File: src/rtl/vpu_seq_ctrl.sv
// vpu_seq_ctrl: command-driven sequencer for the vector ALU.
// One accepted command streams len elements through a three-stage pipeline:
// read issue -> operands valid at the VPU -> registered result written back.
// One element per cycle, no bubbles; done pulses the cycle after the last write.
module vpu_seq_ctrl #(
    parameter int DATA_W = 32,
    parameter int OP_W   = 10,
    parameter int ADDR_W = 10,
    parameter int LEN_W  = 11
) (
    input  logic              clk,
    input  logic              rst,
    input  logic              cmd_valid,
    output logic              cmd_ready,
    input  logic [OP_W-1:0]   cmd_opcode,
    input  logic [ADDR_W-1:0] cmd_src0,
    input  logic [ADDR_W-1:0] cmd_src1,
    input  logic [ADDR_W-1:0] cmd_dst,
    input  logic [LEN_W-1:0]  cmd_len,
    output logic              rd_en,
    output logic [ADDR_W-1:0] rd_addr0,
    output logic [ADDR_W-1:0] rd_addr1,
    input  logic [DATA_W-1:0] rd_data0,
    input  logic [DATA_W-1:0] rd_data1,
    output logic              vpu_start,
    output logic [OP_W-1:0]   vpu_opcode,
    output logic [DATA_W-1:0] vpu_operand0,
    output logic [DATA_W-1:0] vpu_operand1,
    input  logic [DATA_W-1:0] vpu_result,
    output logic              wr_en,
    output logic [ADDR_W-1:0] wr_addr,
    output logic [DATA_W-1:0] wr_data,
    output logic              busy,
    output logic              done
);

    typedef enum logic [1:0] {
        IDLE  = 2'd0,
        RUN   = 2'd1,
        DRAIN = 2'd2
    } state_t;

    state_t state_q, state_d;

    logic [OP_W-1:0]   opcode_q,    opcode_d;
    logic              rd_en_q,     rd_en_d;
    logic [ADDR_W-1:0] rd_addr0_q,  rd_addr0_d;
    logic [ADDR_W-1:0] rd_addr1_q,  rd_addr1_d;
    // Reads still to issue after the one currently on rd_en.
    logic [LEN_W-1:0]  remain_q,    remain_d;
    // Destination address of the element whose operands are at the VPU.
    logic [ADDR_W-1:0] wr_ptr_q,    wr_ptr_d;
    logic              vpu_start_q, vpu_start_d;
    logic              wr_en_q,     wr_en_d;
    logic [ADDR_W-1:0] wr_addr_q,   wr_addr_d;
    logic [DATA_W-1:0] wr_data_q,   wr_data_d;
    logic              done_q,      done_d;

    // Next-state, read-issue and pipeline-advance logic.
    always_comb begin
        state_d     = state_q;
        opcode_d    = opcode_q;
        rd_en_d     = 1'b0;
        rd_addr0_d  = rd_addr0_q;
        rd_addr1_d  = rd_addr1_q;
        remain_d    = remain_q;
        wr_ptr_d    = wr_ptr_q;
        vpu_start_d = rd_en_q;
        wr_en_d     = vpu_start_q;
        wr_addr_d   = wr_addr_q;
        wr_data_d   = wr_data_q;
        done_d      = 1'b0;

        // Capture the VPU result while its operands are valid; the write
        // goes out the following cycle.
        if (vpu_start_q) begin
            wr_addr_d = wr_ptr_q;
            wr_ptr_d  = wr_ptr_q + ADDR_W'(1);
            wr_data_d = vpu_result;
        end

        case (state_q)
            IDLE: begin
                if (cmd_valid) begin
                    opcode_d = cmd_opcode;
                    if (cmd_len == '0) begin
                        done_d = 1'b1;
                    end else begin
                        state_d    = RUN;
                        rd_en_d    = 1'b1;
                        rd_addr0_d = cmd_src0;
                        rd_addr1_d = cmd_src1;
                        remain_d   = cmd_len - LEN_W'(1);
                        wr_ptr_d   = cmd_dst;
                    end
                end
            end
            RUN: begin
                if (remain_q == '0) begin
                    state_d = DRAIN;
                end else begin
                    rd_en_d    = 1'b1;
                    rd_addr0_d = rd_addr0_q + ADDR_W'(1);
                    rd_addr1_d = rd_addr1_q + ADDR_W'(1);
                    remain_d   = remain_q - LEN_W'(1);
                end
            end
            DRAIN: begin
                // Only the final write is left in flight once vpu_start drops.
                if (!vpu_start_q) begin
                    state_d = IDLE;
                    done_d  = 1'b1;
                end
            end
            default: begin
                state_d = IDLE;
            end
        endcase
    end

    // State register.
    always_ff @(posedge clk or posedge rst) begin
        if (rst) begin
            state_q <= IDLE;
        end else begin
            state_q <= state_d;
        end
    end

    // Datapath and pipeline registers; reset aborts any command in flight.
    always_ff @(posedge clk or posedge rst) begin
        if (rst) begin
            opcode_q    <= '0;
            rd_en_q     <= 1'b0;
            rd_addr0_q  <= '0;
            rd_addr1_q  <= '0;
            remain_q    <= '0;
            wr_ptr_q    <= '0;
            vpu_start_q <= 1'b0;
            wr_en_q     <= 1'b0;
            wr_addr_q   <= '0;
            wr_data_q   <= '0;
            done_q      <= 1'b0;
        end else begin
            opcode_q    <= opcode_d;
            rd_en_q     <= rd_en_d;
            rd_addr0_q  <= rd_addr0_d;
            rd_addr1_q  <= rd_addr1_d;
            remain_q    <= remain_d;
            wr_ptr_q    <= wr_ptr_d;
            vpu_start_q <= vpu_start_d;
            wr_en_q     <= wr_en_d;
            wr_addr_q   <= wr_addr_d;
            wr_data_q   <= wr_data_d;
            done_q      <= done_d;
        end
    end

    assign cmd_ready    = (state_q == IDLE);
    assign busy         = (state_q != IDLE);
    assign rd_en        = rd_en_q;
    assign rd_addr0     = rd_addr0_q;
    assign rd_addr1     = rd_addr1_q;
    assign vpu_start    = vpu_start_q;
    assign vpu_opcode   = opcode_q;
    assign vpu_operand0 = rd_data0;
    assign vpu_operand1 = rd_data1;
    assign wr_en        = wr_en_q;
    assign wr_addr      = wr_addr_q;
    assign wr_data      = wr_data_q;
    assign done         = done_q;

endmodule

File: config.mk
export PLATFORM = sky130hd
export DESIGN_NAME = vpu_seq_ctrl
export DESIGN_NICKNAME = d
export VERILOG_FILES = /design/src/rtl/vpu_seq_ctrl.sv
export SDC_FILE = /design/constraint.sdc
export NUM_CORES = 1
export LEC_CHECK = 0
export CORE_AREA = 2 2 103 180
export DETAILED_ROUTE_END_ITERATION = 8
export DIE_AREA = 0 0 105 182
export HOLD_SLACK_MARGIN = 0.06
export PLACE_DENSITY_LB_ADDON = 0.15
export SLEW_MARGIN = 20
export SYNTH_ARGS = -nofsm -noshare
export SYNTH_HDL_FRONTEND = slang
export SYNTH_SLANG_ARGS = --single-unit
File: constraint.sdc
create_clock -name clk -period 4.05 [get_ports clk]
set_input_delay 0.81 -clock clk [delete_from_list [all_inputs] [get_ports clk]]
set_output_delay 0.81 -clock clk [all_outputs]
set_load 0.01 [all_outputs]
==> results.toml <==
[timing]
whs_ns = 0.385
fin_crit_sh_pct = 75.3
tightest_slew_ns = 0.845
hold_violations = 0
setup_viol = 0
slew_violations = 0
period_minus_slack_ns = 3.05
max_freq_mhz = 328
fin_setup_tns_ns = 0
relSlewSlack_pct = 42.1
rsz0062_at_grt = "false"
clock_skew_ns = 0.00885

[floorplan]
die_area_mm2 = 0.0191
num_io_pins = 292
die_h_um = 182
coreArea_mm2 = 0.0177
initial_core_util_pct = 29.4
die_width_um = 105
rows = 65

[clock_network]
hold_buffers = 0
h-tree-depth = 3
cts_buffers = 9
insertion_delay_ns = 0.35
cts_tree = "built"
clkSinkCount = 99
clockBufferDepth = 2
clockRootBuffer = "clkbuf_16"
cts_resized = 0
post_cts_buffers = 0
path_clk_slew_ns = 0.07

[synthesis]
postSynthCellCount = 506
yosysSeqAreaShare_pct = 47.5
yosysTopAreaCell = "dfrtp_1"
post-synth-top-count-cell = "dfrtp_1"
synth_area_leaders = "dfrtp_1, mux2_2, buf_4"
post_synth_num_cell_types = 54
netlist.area_leader.share_pct = 47.5
syn_avg_cell_area_um2 = 10.3
ys_top_cells_by_count = "dfrtp_1, buf_4, mux2_2"
ys_seq_elements = 99
synthArstFlopShare_pct = 100
syn-num-nets = 660
syn_area_mm2 = 0.00522
synth_warnings = 0
synth_edf_count = 0
ys.flop_type = "dfrtp_1"

[worst_setup_path]
start_kind = "input port"
slowest_delay_ns = 0.58
worstSetupPathType = "input port to flip-flop"
slowest_stage = "or4_4"
critical_path_arrival_ns = 3.29
required_ns = 4.29
end_kind = "flip-flop"
path_max_fanout = 28
worstPathCellList = "clkdlybuf4s50_1, or4_4, o41a_1, a21oi_4, inv_2, o221a_1, a211o_1"

[global_routing]
grt_antenna_before_repair = 0
grt_pass1_vias = 4270
grt_max_degree = 54
gr-usage-all-layers_pct = 15.3
overflow = 0
grt_first_pass_wirelength_um = 23300

[power]
leakage_nw = 2.81
max-vdd-ir-drop_uv = 345
power_mw = 5.08
p_per_area_mw_per_mm2 = 729

[final_layout]
drive_above_1_share_pct = 14.5
fin_util_pct = 39.3
n_antenna_cell = 0
syn2layout_area_growth_pct = 33.5
postLayoutCellArea_mm2 = 0.00696
nets = 756

[status]
status = "finished clean"

[min_path]
hold_path_class = "flip-flop to flip-flop"

[drt]
firstDrtPassIters = 4
drc = 0
routed_via_density = 4.96
via_count = 4168
wire_per_inst_um = 17.5
drtAntennaViolNets = 0
drt-initial-drc-count = 182
routed_wl_um = 14700

[placed_design]
hpwlAfterDp_um = 10800
placedInstanceArea_mm2 = 0.00668
io_buffers = 163
place.gp.congestion = 0.849

[job]
drv_cap = 0
==> layer usage <==
metal  vias up  wire length (µm)  track usage (%)
li1       1942                 -                -
met1      1993              5240             15.3
met2       178              8000             28.6
met3        55               797             3.12
met4         0               678             9.17
met5         -                 0                0
==> cells by family after synthesis <==
| family | share of synthesized area (%) |
|---|---|
| buffers and inverters | 11.5 |
| muxes | 13.3 |
| and+or+nand+nor | 11.7 |
| AOI/OAI and AO/OA | 13.5 |
| DFF | 47.5 |
| adders and majority gates | 0.959 |
| xor gates and xnor gates | 1.51 |
==> layout make-up <==
cell class / instances / area [µm²]
fillers: 1799 / 10800
inverters: 9 / 36.3
clock inverters: 7 / 61.3
well taps: 234 / 293
multi-input cells: 311 / 2160
repair buffers: 172 / 1710
clock buffers: 9 / 225
flip-flops and latches: 99 / 2480
==> where the power goes <==
part	switching, mW	internal (mW)
Combinational	1.14	1.29
Clock	0.407	0.429
Sequential	0.399	1.41
==> per-stage QoR <==
stage / cells / setup WS (ns)
after floorplan: 506 / 0.650
after global placement: 825 / 0.667
after detailed placement: 825 / 0.633
after CTS: 841 / 1.01
after global routing: 841 / 0.878
final: 841 / 0.999
==> cell usage in the layout (no fill, tap or decap), types with 7 or more instances in the layout <==
cell	synthesis	layout
o22ai_1	12	12
nor2_1	37	37
nor3_1	10	10
mux2_2	52	52
clkdlybuf4s50_1	0	163
mux2i_1	11	11
xor2_1	8	8
o21ai_0	31	31
nand2_1	31	31
nand3_1	14	14
clkbuf_16	0	9
dfrtp_1	99	98
inv_1	8	7
and3_1	7	7
a21oi_1	27	27
buf_4	64	8
o211ai_1	8	8
==> critical path: cells and delay by family <==
| family | cells | cell delay, ns |
|---|---|---|
| compound gates | 4 | 1.19 |
| buf+inv | 2 | 0.69 |
| simple gates | 1 | 0.58 |
==> state kept, by name, summed over array words and instances (netlist names), 2 cells and up <==
register and cells:
rd_addr0 10, rd_addr1 10, remain_q 11, state_q 2
vpu_opcode 10, wr_addr 10, wr_data 32, wr_ptr_q 10
==> final timing paths <==
kind                                         from                   endpoint  slack (ns)  cells after the start
setup / recovery                       cmd_len[5]    remain_q[8]$_DFFE_PP0P_         1.0                      7
hold / removal                    rd_en$_DFF_PP0_        vpu_start$_DFF_PP0_        0.38                      0
setup reg to reg           state_q[0]$_DFFE_PP0P_   remain_q[10]$_DFFE_PP0P_        1.15                      7
max in group asynchronous                     rst  vpu_opcode[8]$_DFFE_PP0P_        2.44                      3
min in group asynchronous                     rst      wr_ptr_q[6]$_DFF_PP0_        0.88                      2
hold reg to reg                   rd_en$_DFF_PP0_        vpu_start$_DFF_PP0_        0.38                      0
No activity file was read; power rests on OpenSTA's default activity.
